--- config.mk ---
export PLATFORM = sky130hd
export DESIGN_NAME = control_unit_flat
export DESIGN_NICKNAME = d
export VERILOG_FILES = /design/src/rtl/control_unit_if.sv /design/src/rtl/control_unit.sv /design/src/flat_wrapper.sv
export SDC_FILE = /design/constraint.sdc
export NUM_CORES = 1
export LEC_CHECK = 0
export BUFFER_PORTS_ARGS = -buffer_cell sky130_fd_sc_hd__buf_4
export CORE_MARGIN = 1
export CORE_UTILIZATION = 51
export DETAILED_ROUTE_END_ITERATION = 12
export PLACE_DENSITY_LB_ADDON = 0.1
export SYNTH_ARGS = -nofsm -noshare
export SYNTH_HDL_FRONTEND = slang
export SYNTH_SLANG_ARGS = --single-unit
--- constraint.sdc ---
create_clock -name clk -period 2.8 [get_ports clk]
set_clock_uncertainty 0.1 [all_clocks]
set_input_delay 0.14 -clock clk [delete_from_list [all_inputs] [get_ports clk]]
set_output_delay 0.14 -clock clk [all_outputs]
set_load 0.01 [all_outputs]
--- src/rtl/control_unit_if.sv ---
// Control-unit to datapath bundle: instruction, fetch handshake and every control strobe.
// The sequencer drives this bundle through the master modport; the datapath uses the slave modport.
interface control_unit_if #(
    parameter int NREGS  = 16,
    parameter int OPW    = 5,
    parameter int DATA_W = 32
);
    logic              run;
    logic              mem_ready;
    logic [DATA_W-1:0] ir;
    logic              pc_out, zlo_out, zhi_out, mdr_out;
    logic              mar_enable, pc_enable, mdr_enable, ir_enable;
    logic              y_enable, z_enable, lo_enable, hi_enable;
    logic              read, pc_increment;
    logic [OPW-1:0]    op_code;
    logic [NREGS-1:0]  reg_in;
    logic [NREGS-1:0]  reg_out;
    logic              done, illegal;

    modport master (
        input  run, mem_ready, ir,
        output pc_out, zlo_out, zhi_out, mdr_out,
               mar_enable, pc_enable, mdr_enable, ir_enable,
               y_enable, z_enable, lo_enable, hi_enable,
               read, pc_increment, op_code, reg_in, reg_out, done, illegal
    );

    modport slave (
        output run, mem_ready, ir,
        input  pc_out, zlo_out, zhi_out, mdr_out,
               mar_enable, pc_enable, mdr_enable, ir_enable,
               y_enable, z_enable, lo_enable, hi_enable,
               read, pc_increment, op_code, reg_in, reg_out, done, illegal
    );
endinterface

--- src/rtl/control_unit.sv ---
// Hardwired Moore sequencer for fetch (T0..T2) and execute (T3..T6) of ALU, unary and mul/div ops.
// Outputs are registered together with the state, so each strobe is decoded for the state being entered.
module control_unit #(
    parameter int NREGS  = 16,
    parameter int OPW    = 5,
    parameter int DATA_W = 32
) (
    input  logic             clk,
    input  logic             clr,
    control_unit_if.master   bus
);
    typedef enum logic [3:0] {
        S_IDLE = 4'd0, S_T0 = 4'd1, S_T1 = 4'd2, S_T2 = 4'd3, S_T3 = 4'd4,
        S_T4 = 4'd5, S_T5 = 4'd6, S_T6 = 4'd7, S_HALT = 4'd8
    } state_e;

    typedef enum logic [1:0] {
        C_BIN = 2'd0, C_UNARY = 2'd1, C_MULDIV = 2'd2, C_ILLEGAL = 2'd3
    } class_e;

    typedef struct packed {
        logic pc_out, zlo_out, zhi_out, mdr_out;
        logic mar_enable, pc_enable, mdr_enable, ir_enable;
        logic y_enable, z_enable, lo_enable, hi_enable;
        logic read, pc_increment, done, illegal;
        logic [OPW-1:0]   op_code;
        logic [NREGS-1:0] reg_in;
        logic [NREGS-1:0] reg_out;
    } ctrl_t;

    localparam logic [4:0] OP_ADD = 5'b00011, OP_SUB = 5'b00100, OP_SHR = 5'b00101;
    localparam logic [4:0] OP_SHRA = 5'b00110, OP_SHL = 5'b00111, OP_ROR = 5'b01000;
    localparam logic [4:0] OP_ROL = 5'b01001, OP_AND = 5'b01010, OP_OR = 5'b01011;
    localparam logic [4:0] OP_MUL = 5'b01111, OP_DIV = 5'b10000;
    localparam logic [4:0] OP_NEG = 5'b10001, OP_NOT = 5'b10010;

    function automatic logic idx_ok(input logic [3:0] idx);
        return (32'(idx) < NREGS);
    endfunction

    function automatic logic [NREGS-1:0] onehot(input logic [3:0] idx);
        logic [NREGS-1:0] v;
        if (idx_ok(idx)) begin
            v = NREGS'(1) << idx;
        end else begin
            v = '0;
        end
        return v;
    endfunction

    // An opcode is only executable if every register field it uses names an existing GPR.
    function automatic class_e classify(input logic [4:0] op, input logic [3:0] ra,
                                        input logic [3:0] rb, input logic [3:0] rc);
        class_e c;
        case (op)
            OP_ADD, OP_SUB, OP_SHR, OP_SHRA, OP_SHL, OP_ROR, OP_ROL, OP_AND, OP_OR:
                c = (idx_ok(ra) && idx_ok(rb) && idx_ok(rc)) ? C_BIN : C_ILLEGAL;
            OP_MUL, OP_DIV:
                c = (idx_ok(rb) && idx_ok(rc)) ? C_MULDIV : C_ILLEGAL;
            OP_NEG, OP_NOT:
                c = (idx_ok(ra) && idx_ok(rb)) ? C_UNARY : C_ILLEGAL;
            default:
                c = C_ILLEGAL;
        endcase
        return c;
    endfunction

    state_e      state_r;
    ctrl_t       ctrl_r;
    state_e      state_s;
    ctrl_t       ctrl_s;
    class_e      cls_s;
    logic [4:0]  op_s;
    logic [3:0]  ra_s, rb_s, rc_s;
    logic        unused_ir_s;

    assign op_s        = bus.ir[31:27];
    assign ra_s        = bus.ir[26:23];
    assign rb_s        = bus.ir[22:19];
    assign rc_s        = bus.ir[18:15];
    assign unused_ir_s = ^bus.ir[14:0];
    assign cls_s       = classify(op_s, ra_s, rb_s, rc_s);

    // Next-state selection; HALT is only left through clr.
    always_comb begin
        state_s = S_HALT;
        case (state_r)
            S_IDLE: state_s = bus.run ? S_T0 : S_IDLE;
            S_T0:   state_s = S_T1;
            S_T1:   state_s = bus.mem_ready ? S_T2 : S_T1;
            S_T2:   state_s = S_T3;
            S_T3:   state_s = (cls_s == C_ILLEGAL) ? S_HALT : S_T4;
            S_T4:   state_s = (cls_s == C_UNARY) ? S_IDLE : S_T5;
            S_T5:   state_s = (cls_s == C_MULDIV) ? S_T6 : S_IDLE;
            S_T6:   state_s = S_IDLE;
            S_HALT: state_s = S_HALT;
            default: state_s = S_HALT;
        endcase
    end

    // Strobes for the state about to be entered; pc_enable only on entry into T1, not while stalled there.
    always_comb begin
        ctrl_s = '0;
        case (state_s)
            S_T0: begin
                ctrl_s.pc_out       = 1'b1;
                ctrl_s.mar_enable   = 1'b1;
                ctrl_s.pc_increment = 1'b1;
                ctrl_s.z_enable     = 1'b1;
            end
            S_T1: begin
                ctrl_s.zlo_out    = 1'b1;
                ctrl_s.read       = 1'b1;
                ctrl_s.mdr_enable = 1'b1;
                ctrl_s.pc_enable  = (state_r != S_T1);
            end
            S_T2: begin
                ctrl_s.mdr_out   = 1'b1;
                ctrl_s.ir_enable = 1'b1;
            end
            S_T3: begin
                case (cls_s)
                    C_BIN, C_MULDIV: begin
                        ctrl_s.reg_out  = onehot(rb_s);
                        ctrl_s.y_enable = 1'b1;
                    end
                    C_UNARY: begin
                        ctrl_s.reg_out  = onehot(rb_s);
                        ctrl_s.op_code  = OPW'(op_s);
                        ctrl_s.z_enable = 1'b1;
                    end
                    default: ctrl_s.reg_out = '0;
                endcase
            end
            S_T4: begin
                case (cls_s)
                    C_BIN, C_MULDIV: begin
                        ctrl_s.reg_out  = onehot(rc_s);
                        ctrl_s.op_code  = OPW'(op_s);
                        ctrl_s.z_enable = 1'b1;
                    end
                    C_UNARY: begin
                        ctrl_s.zlo_out = 1'b1;
                        ctrl_s.reg_in  = onehot(ra_s);
                        ctrl_s.done    = 1'b1;
                    end
                    default: ctrl_s.reg_out = '0;
                endcase
            end
            S_T5: begin
                case (cls_s)
                    C_BIN: begin
                        ctrl_s.zlo_out = 1'b1;
                        ctrl_s.reg_in  = onehot(ra_s);
                        ctrl_s.done    = 1'b1;
                    end
                    C_MULDIV: begin
                        ctrl_s.zlo_out   = 1'b1;
                        ctrl_s.lo_enable = 1'b1;
                    end
                    default: ctrl_s.reg_in = '0;
                endcase
            end
            S_T6: begin
                ctrl_s.zhi_out   = 1'b1;
                ctrl_s.hi_enable = 1'b1;
                ctrl_s.done      = 1'b1;
            end
            S_HALT:  ctrl_s.illegal = 1'b1;
            default: ctrl_s = '0;
        endcase
    end

    // State and output registers; clr overrides everything, including a T1 stall.
    always_ff @(posedge clk) begin
        if (clr) begin
            state_r <= S_IDLE;
            ctrl_r  <= '0;
        end else begin
            state_r <= state_s;
            ctrl_r  <= ctrl_s;
        end
    end

    assign bus.pc_out       = ctrl_r.pc_out;
    assign bus.zlo_out      = ctrl_r.zlo_out;
    assign bus.zhi_out      = ctrl_r.zhi_out;
    assign bus.mdr_out      = ctrl_r.mdr_out;
    assign bus.mar_enable   = ctrl_r.mar_enable;
    assign bus.pc_enable    = ctrl_r.pc_enable;
    assign bus.mdr_enable   = ctrl_r.mdr_enable;
    assign bus.ir_enable    = ctrl_r.ir_enable;
    assign bus.y_enable     = ctrl_r.y_enable;
    assign bus.z_enable     = ctrl_r.z_enable;
    assign bus.lo_enable    = ctrl_r.lo_enable;
    assign bus.hi_enable    = ctrl_r.hi_enable;
    assign bus.read         = ctrl_r.read;
    assign bus.pc_increment = ctrl_r.pc_increment;
    assign bus.done         = ctrl_r.done;
    assign bus.illegal      = ctrl_r.illegal;
    assign bus.op_code      = ctrl_r.op_code;
    assign bus.reg_in       = ctrl_r.reg_in;
    assign bus.reg_out      = ctrl_r.reg_out;
endmodule

--- src/flat_wrapper.sv ---
// flat-port wrapper written by rule: the top's interface ports become plain ports
module control_unit_flat 
#(
    parameter int NREGS  = 16,
    parameter int OPW    = 5,
    parameter int DATA_W = 32
)
  (clk, clr, bus_run, bus_mem_ready, bus_ir, bus_pc_out, bus_zlo_out, bus_zhi_out, bus_mdr_out, bus_mar_enable, bus_pc_enable, bus_mdr_enable, bus_ir_enable, bus_y_enable, bus_z_enable, bus_lo_enable, bus_hi_enable, bus_read, bus_pc_increment, bus_op_code, bus_reg_in, bus_reg_out, bus_done, bus_illegal);
  control_unit_if #(.NREGS(NREGS), .OPW(OPW), .DATA_W(DATA_W)) bus_i ();
  input  logic clk;
  input  logic clr;
  input wire logic [$bits(bus_i.run)-1:0] bus_run;
  input wire logic [$bits(bus_i.mem_ready)-1:0] bus_mem_ready;
  input wire logic [$bits(bus_i.ir)-1:0] bus_ir;
  output wire logic [$bits(bus_i.pc_out)-1:0] bus_pc_out;
  output wire logic [$bits(bus_i.zlo_out)-1:0] bus_zlo_out;
  output wire logic [$bits(bus_i.zhi_out)-1:0] bus_zhi_out;
  output wire logic [$bits(bus_i.mdr_out)-1:0] bus_mdr_out;
  output wire logic [$bits(bus_i.mar_enable)-1:0] bus_mar_enable;
  output wire logic [$bits(bus_i.pc_enable)-1:0] bus_pc_enable;
  output wire logic [$bits(bus_i.mdr_enable)-1:0] bus_mdr_enable;
  output wire logic [$bits(bus_i.ir_enable)-1:0] bus_ir_enable;
  output wire logic [$bits(bus_i.y_enable)-1:0] bus_y_enable;
  output wire logic [$bits(bus_i.z_enable)-1:0] bus_z_enable;
  output wire logic [$bits(bus_i.lo_enable)-1:0] bus_lo_enable;
  output wire logic [$bits(bus_i.hi_enable)-1:0] bus_hi_enable;
  output wire logic [$bits(bus_i.read)-1:0] bus_read;
  output wire logic [$bits(bus_i.pc_increment)-1:0] bus_pc_increment;
  output wire logic [$bits(bus_i.op_code)-1:0] bus_op_code;
  output wire logic [$bits(bus_i.reg_in)-1:0] bus_reg_in;
  output wire logic [$bits(bus_i.reg_out)-1:0] bus_reg_out;
  output wire logic [$bits(bus_i.done)-1:0] bus_done;
  output wire logic [$bits(bus_i.illegal)-1:0] bus_illegal;
  assign bus_i.run = bus_run;
  assign bus_i.mem_ready = bus_mem_ready;
  assign bus_i.ir = bus_ir;
  assign bus_pc_out = bus_i.pc_out;
  assign bus_zlo_out = bus_i.zlo_out;
  assign bus_zhi_out = bus_i.zhi_out;
  assign bus_mdr_out = bus_i.mdr_out;
  assign bus_mar_enable = bus_i.mar_enable;
  assign bus_pc_enable = bus_i.pc_enable;
  assign bus_mdr_enable = bus_i.mdr_enable;
  assign bus_ir_enable = bus_i.ir_enable;
  assign bus_y_enable = bus_i.y_enable;
  assign bus_z_enable = bus_i.z_enable;
  assign bus_lo_enable = bus_i.lo_enable;
  assign bus_hi_enable = bus_i.hi_enable;
  assign bus_read = bus_i.read;
  assign bus_pc_increment = bus_i.pc_increment;
  assign bus_op_code = bus_i.op_code;
  assign bus_reg_in = bus_i.reg_in;
  assign bus_reg_out = bus_i.reg_out;
  assign bus_done = bus_i.done;
  assign bus_illegal = bus_i.illegal;
  control_unit #(.NREGS(NREGS), .OPW(OPW), .DATA_W(DATA_W)) u_core (.clk(clk), .clr(clr), .bus(bus_i));
endmodule
### Word level (Yosys, flattened, before mapping)

Memories as Yosys holds them, arrays and structs flattened.
Cells that the tools add are included.
W data, S select, Z words.

* register bits after elaboration: 53
* memory bits (read-only): 64
* input bits: 36
* output and inout port bits: 53
* logic and storage cells: 77
* memories: 1

Memory list
* (no name shown): depth 32, bits a word 2, rd ports 1, clocked after memory_dff 0, wr ports 0, RTL line control_unit.sv:55 `case (op)`

* equal/unequal tests: 19
* shifts and indexed selects: 3
* multiplexer cells: 28
* bitwise logic cells: 3
* reduce and logical (&&, ||, !) cells: 7

Operators by type and width (number)
* $mux W16: 4
* $pmux W16 S2: 2
* $shl A1 B4 Y16 const A: 3
* $eq A4 B3 Y1 const B: 8
* $pmux W4 S8: 1
* $eq A4 B2 Y1 const B: 4
* $mux W1: 12
* $mux W5: 2
* $pmux W5 S2: 1
* $pmux W1 S3: 3
* $eq A4 B1 Y1 const B: 2
* $reduce_or A2 Y1: 4
* $mux W3: 2
* $eq A2 B2 Y1 const B: 2
* $eq A4 B4 Y1 const B: 1
* $logic_not A4 Y1: 1
* $mux W4: 1
* $ne A4 B2 Y1 const B: 1
* $not A1 Y1: 3
* $reduce_or A3 Y1: 1
* $eq A2 B1 Y1 const B: 1
* $logic_not A2 Y1: 1

### Depth between registers and ports, before layout

An unclocked memory read counts as a cell.

* word-level depth: 7
* depth in mapped cells: 8
* gate-level depth less buffers: 8

### Worst setup path after synthesis

No wires, ideal clock.

* path kind: input -> register
* start point: in bus_ir[27]
* end point: reg u_core.ctrl_r (netlist bit u_core.bus.y_enable)
* setup time: 0.139 ns
* data arrival time: 1.603 ns
* data required time: 2.561 ns
* setup slack: 0.957 ns
* stages on the path: 8
* path buffers: 0
* path through: inv_1 -> ha_1 -> nor4bb_4 -> a21oi_2 -> a311o_1 -> a32oi_1 -> or2_1 -> a211oi_1

* longest elaborated chain between the ends: 7
* elaborated cells on any way between the ends: 14

RTL lines
* start, declared: RTL line flat_wrapper.sv:14 `input wire logic [$bits(bus_i.ir)-1:0] bus_ir;`
* $mem_v2 Z32 W2 (*)
* $eq A2 B2 Y1 (tied with other cells): RTL line control_unit.sv:94, control_unit.sv:122
* $mux W3 (tied with other cells): RTL line control_unit.sv:94 `S_T5: state_s = (cls_s == C_MULDIV) ? S_T6 : S_IDLE;`
* $pmux W4 S8: RTL line control_unit.sv:87 `case (state_r)`
* $eq A4 B3 Y1: RTL line control_unit.sv:104 `case (state_s)`
* $not A1 Y1 (no source line)
* $reduce_or A2 Y1 (no source line)
* end signal, assigned: RTL line control_unit.sv:181 `ctrl_r <= ctrl_s;`
* end, declared: RTL line control_unit.sv:69 `ctrl_t ctrl_r;`

Mark *: on every way between the ends. The rest lies on a longest branch, timed or not.
A chain may end at the register's enable or synchronous reset.

### Worst setup path in the final report

* start point: in bus_ir[27]
* end point: reg u_core.ctrl_r (netlist bit u_core.bus.reg_in[8])

* longest elaborated chain between the ends: 6
* elaborated cells on any way between the ends: 14

RTL lines (RTL line)
* $mem_v2 Z32 W2 (*)
* $eq A2 B2 Y1 (tied with other cells): control_unit.sv:94
* $mux W3 (tied with other cells): control_unit.sv:94
* $pmux W4 S8: control_unit.sv:87
* $eq A4 B3 Y1: control_unit.sv:104
* $pmux W16 S2 (*): control_unit.sv:104

Marked as above.

==> qor.yml <==
cts:
  clock_latency_ps: 300
  root_buffer: "clkbuf_8"
  cts.htree.levels: 2
  numCtsBuffers: 5
  clock_sinks: 52
  tritoncts: "yes"
  clk_path_buf_depth: 2
  post_cts_buffers: 0
  clkTransAtPathRegs_ps: 100
die:
  rows: 23
  die_x_um: 67.49
  io_pins: 89
  core_region_area_um2: 4058
  fp.dieH_um: 67.49
  initial_utilization_pct: 53.90
  dieArea_um2: 4554
timing:
  whs_ps: 23.64
  fin_crit_ps: 2610
  max_freq_mhz: 383.2
  tightest_slew_ps: 452.0
  tns_ps: 0
  max-slew-margin-rel_pct: 69.67
  hold_violations: 0
  fin_crit_sh_pct: 93.21
  rsz0062_at_grt: "no"
  drv_slew: 0
  final-setup-viol-count: 0
worst_hold_path:
  min_path_type: "in2reg"
synthesis:
  synth_edf_count: 0
  synth_common_cells: "dfxtp_1 (52), nor2_1 (37), nand2_1 (15), inv_1 (13), a21oi_1 (11)"
  synth.avg_cell_area_um2: 9.347
  netlist_instances: 234
  syn-cell-area_um2: 2187
  synth_area_leader_cell: "dfxtp_1"
  synth_top_area_share_pct: 47.60
  synth_nets: 272
  synth.yosys.seq_area_share_pct: 47.60
  ys_seq_elements: 52
  synthTopCellsByArea: "dfxtp_1 (48%), nor2_1 (6.4%), o22a_1 (2.8%)"
  synth-async-reset-ratio_pct: 0
  yosys_most_used_dff: "dfxtp_1"
  ys_types: 51
  ys_warn_count: 0
  synth.most_common_cell: "dfxtp_1"
job:
  cap_violations: 0
critical_path:
  arrival_ps: 2760
  crit_path_end_kind: "flop"
  worstPathRequired_ps: 2960
  path_delay_family: "buffers and inverters"
  crit_slowest_cell: "dlygate4sd3_1"
  critPathBufInv: 4
  critPathLaunchType: "primary input"
  cp_common_cell: "dlygate4sd3_1"
  worstSetupPathType: "in2reg"
  max_stage_delay_ps: 570
  cp_cell_sequence: "dlygate4sd3_1 > buf_4 > inv_1 > ha_1 > and3b_1 > o21bai_2 > and3_1 > o2111ai_2 > nor3_2 > dlygate4sd3_1"
  critPathMaxFanout: 6
global_route:
  antenna_found_initial: 0
  grt_pass1_wl_um: 7590
  grt_pass1_vias: 1777
  grt_overflow: 0
  grt_max_degree: 24
  grt.total_usage_pct: 22.32
pwr:
  power_switching_w: 0.0004807
  comb_power_share_pct: 21.0
  switching_share_pct: 30.38
  p_leak_nw: 1.264
  clock_power_share_pct: 28.6
  vdd_drop_max_mv: 0.3419
  pwr-share-seq_pct: 50.4
  powerDensity_nw_per_um2: 548.1
  intPower_w: 0.001101
route:
  drt_iter0_markers: 144
  vias_per_cell: 5.362
  dr.pass1.iters: 4
  drc: 0
  avgRoutedWirePerCell_um: 13.41
  finalWirelength_um: 4814
  vias: 1925
  ant_nets: 0
outcome:
  status: "complete, no violations"
finish:
  n_antenna_cell: 0
  area_growth_pct: 31.98
  fin_nets: 346
  drive_above_1_share_pct: 32.69
  fin_util_pct: 71.14
placement:
  place.gp.congestion: 0.9218
  dp_hpwl_um: 3503
  port_buffers: 73
[area by class of cell]
type	instances	area (um^2)
inverter	13	48.80
multi-input combinational	158	1040
sequential	52	1041
fill	345	1171
tap	50	62.56
clock inverter	3	27.53
clock buffer	5	68.82
timing repair buffer	78	598.1
[logic make-up (layout without fill, tap and decap cells)]
| family | Yosys count | after routing | share of synthesized area, % |
|---|---|---|---|
| AND/OR/NAND/NOR | 103 | 103 | 25.74 |
| AO/OA/AOI/OAI | 52 | 52 | 19.11 |
| flip-flops | 52 | 52 | 47.60 |
| buffers and inverters | 24 | 99 | 5.892 |
| adder cells (fa/ha/maj) | 2 | 2 | 1.144 |
| multiplexers | 1 | 1 | 0.5148 |
[layer usage]
layer / wire length (um) / part of all wire (%) / global-route usage (%) / up-vias
li1: - / - / - / 969
met1: 2265 / 47 / 27.56 / 891
met2: 2218 / 46 / 36.14 / 61
met3: 299 / 6.2 / 6.757 / 4
met4: 29 / 0.60 / 8.511 / 0
met5: 0 / 0 / 0 / -
[sequential cells by signal, indices dropped and copies added, names as in the netlist, 4 cells and up]
| name | count |
|---|---|
| u_core.state_r | 4 |
| u_core.bus.op_code | 5 |
| u_core.bus.reg_out | 16 |
| u_core.bus.reg_in | 16 |
[worst register-to-register path, delay by kind of cell (launching register included)]
family | cells | cell delay [ps]
AOI/OAI and AO/OA | 2 | 440
and+or+nand+nor | 3 | 610
buffers and inverters | 1 | 570
DFF | 1 | 430
[cell usage in the layout (no fill, tap or decap), types with 2 or more instances in the layout]
| master | instances |
|---|---|
| buf_4 | 73 |
| dfxtp_1 | 52 |
| nor2_1 | 37 |
| nand2_1 | 15 |
| inv_1 | 13 |
| a21oi_1 | 9 |
| nand2b_1 | 7 |
| o22a_1 | 7 |
| and2_1 | 7 |
| nor2b_1 | 6 |
| nand3b_1 | 5 |
| clkbuf_8 | 5 |
| dlygate4sd3_1 | 5 |
| o32a_1 | 4 |
| and3_1 | 4 |
| nand3_1 | 3 |
| a21oi_2 | 3 |
| o2111ai_1 | 3 |
| nor3_1 | 3 |
| a2bb2oi_1 | 3 |
| and3b_1 | 2 |
| a21o_1 | 2 |
| or2_2 | 2 |
| nor4_2 | 2 |
| o21ai_1 | 2 |
| nor3b_1 | 2 |
| a31o_1 | 2 |
| a22oi_1 | 2 |
| ha_1 | 2 |
[power groups by stage]
stage	registers, W	logic, W	clock network [W]
2_1_floorplan	0.000816	0.000216	0
3_3_place_gp	0.000813	0.000316	0
3_5_place_dp	0.000814	0.000321	0
4_1_cts	0.000797	0.000327	0.000459
5_1_grt	0.000803	0.000367	0.000490
6_report	0.000797	0.000333	0.000452
[metrics by stage]
stage / total power (W) / std cells / area (um^2) / setup slack [ps]
after floorplan: 0.001032 / 234 / 2187 / 957.3
after global placement: 0.001129 / 346 / 2718 / 707.5
after detailed placement: 0.001135 / 346 / 2718 / 684.7
final: 0.001582 / 359 / 2887 / 190.2
after global routing: 0.001660 / 359 / 2887 / 49.27
after CTS: 0.001583 / 359 / 2864 / 58.05
[final timing paths]
check                                                  start                                end  slack, ps  cells after the start
worst max-delay path                              bus_ir[27]    u_core.bus.reg_in[8]$_SDFF_PP0_        190                     10
worst min-delay path                              bus_ir[20]  u_core.bus.reg_out[15]$_SDFF_PP0_         20                      3
worst max register to register  u_core.state_r[2]$_SDFF_PP0_    u_core.bus.reg_in[8]$_SDFF_PP0_        610                      6
worst min register to register  u_core.state_r[3]$_SDFF_PP0_       u_core.state_r[3]$_SDFF_PP0_        520                      2
[timing repair]
action,4_1_cts,5_1_grt
setup endpoints to repair,0,1
gates resized for setup,0,5
endpoints found under the hold margin,6,0
hold buffers,5,0
(Power assumes the default switching activity.)
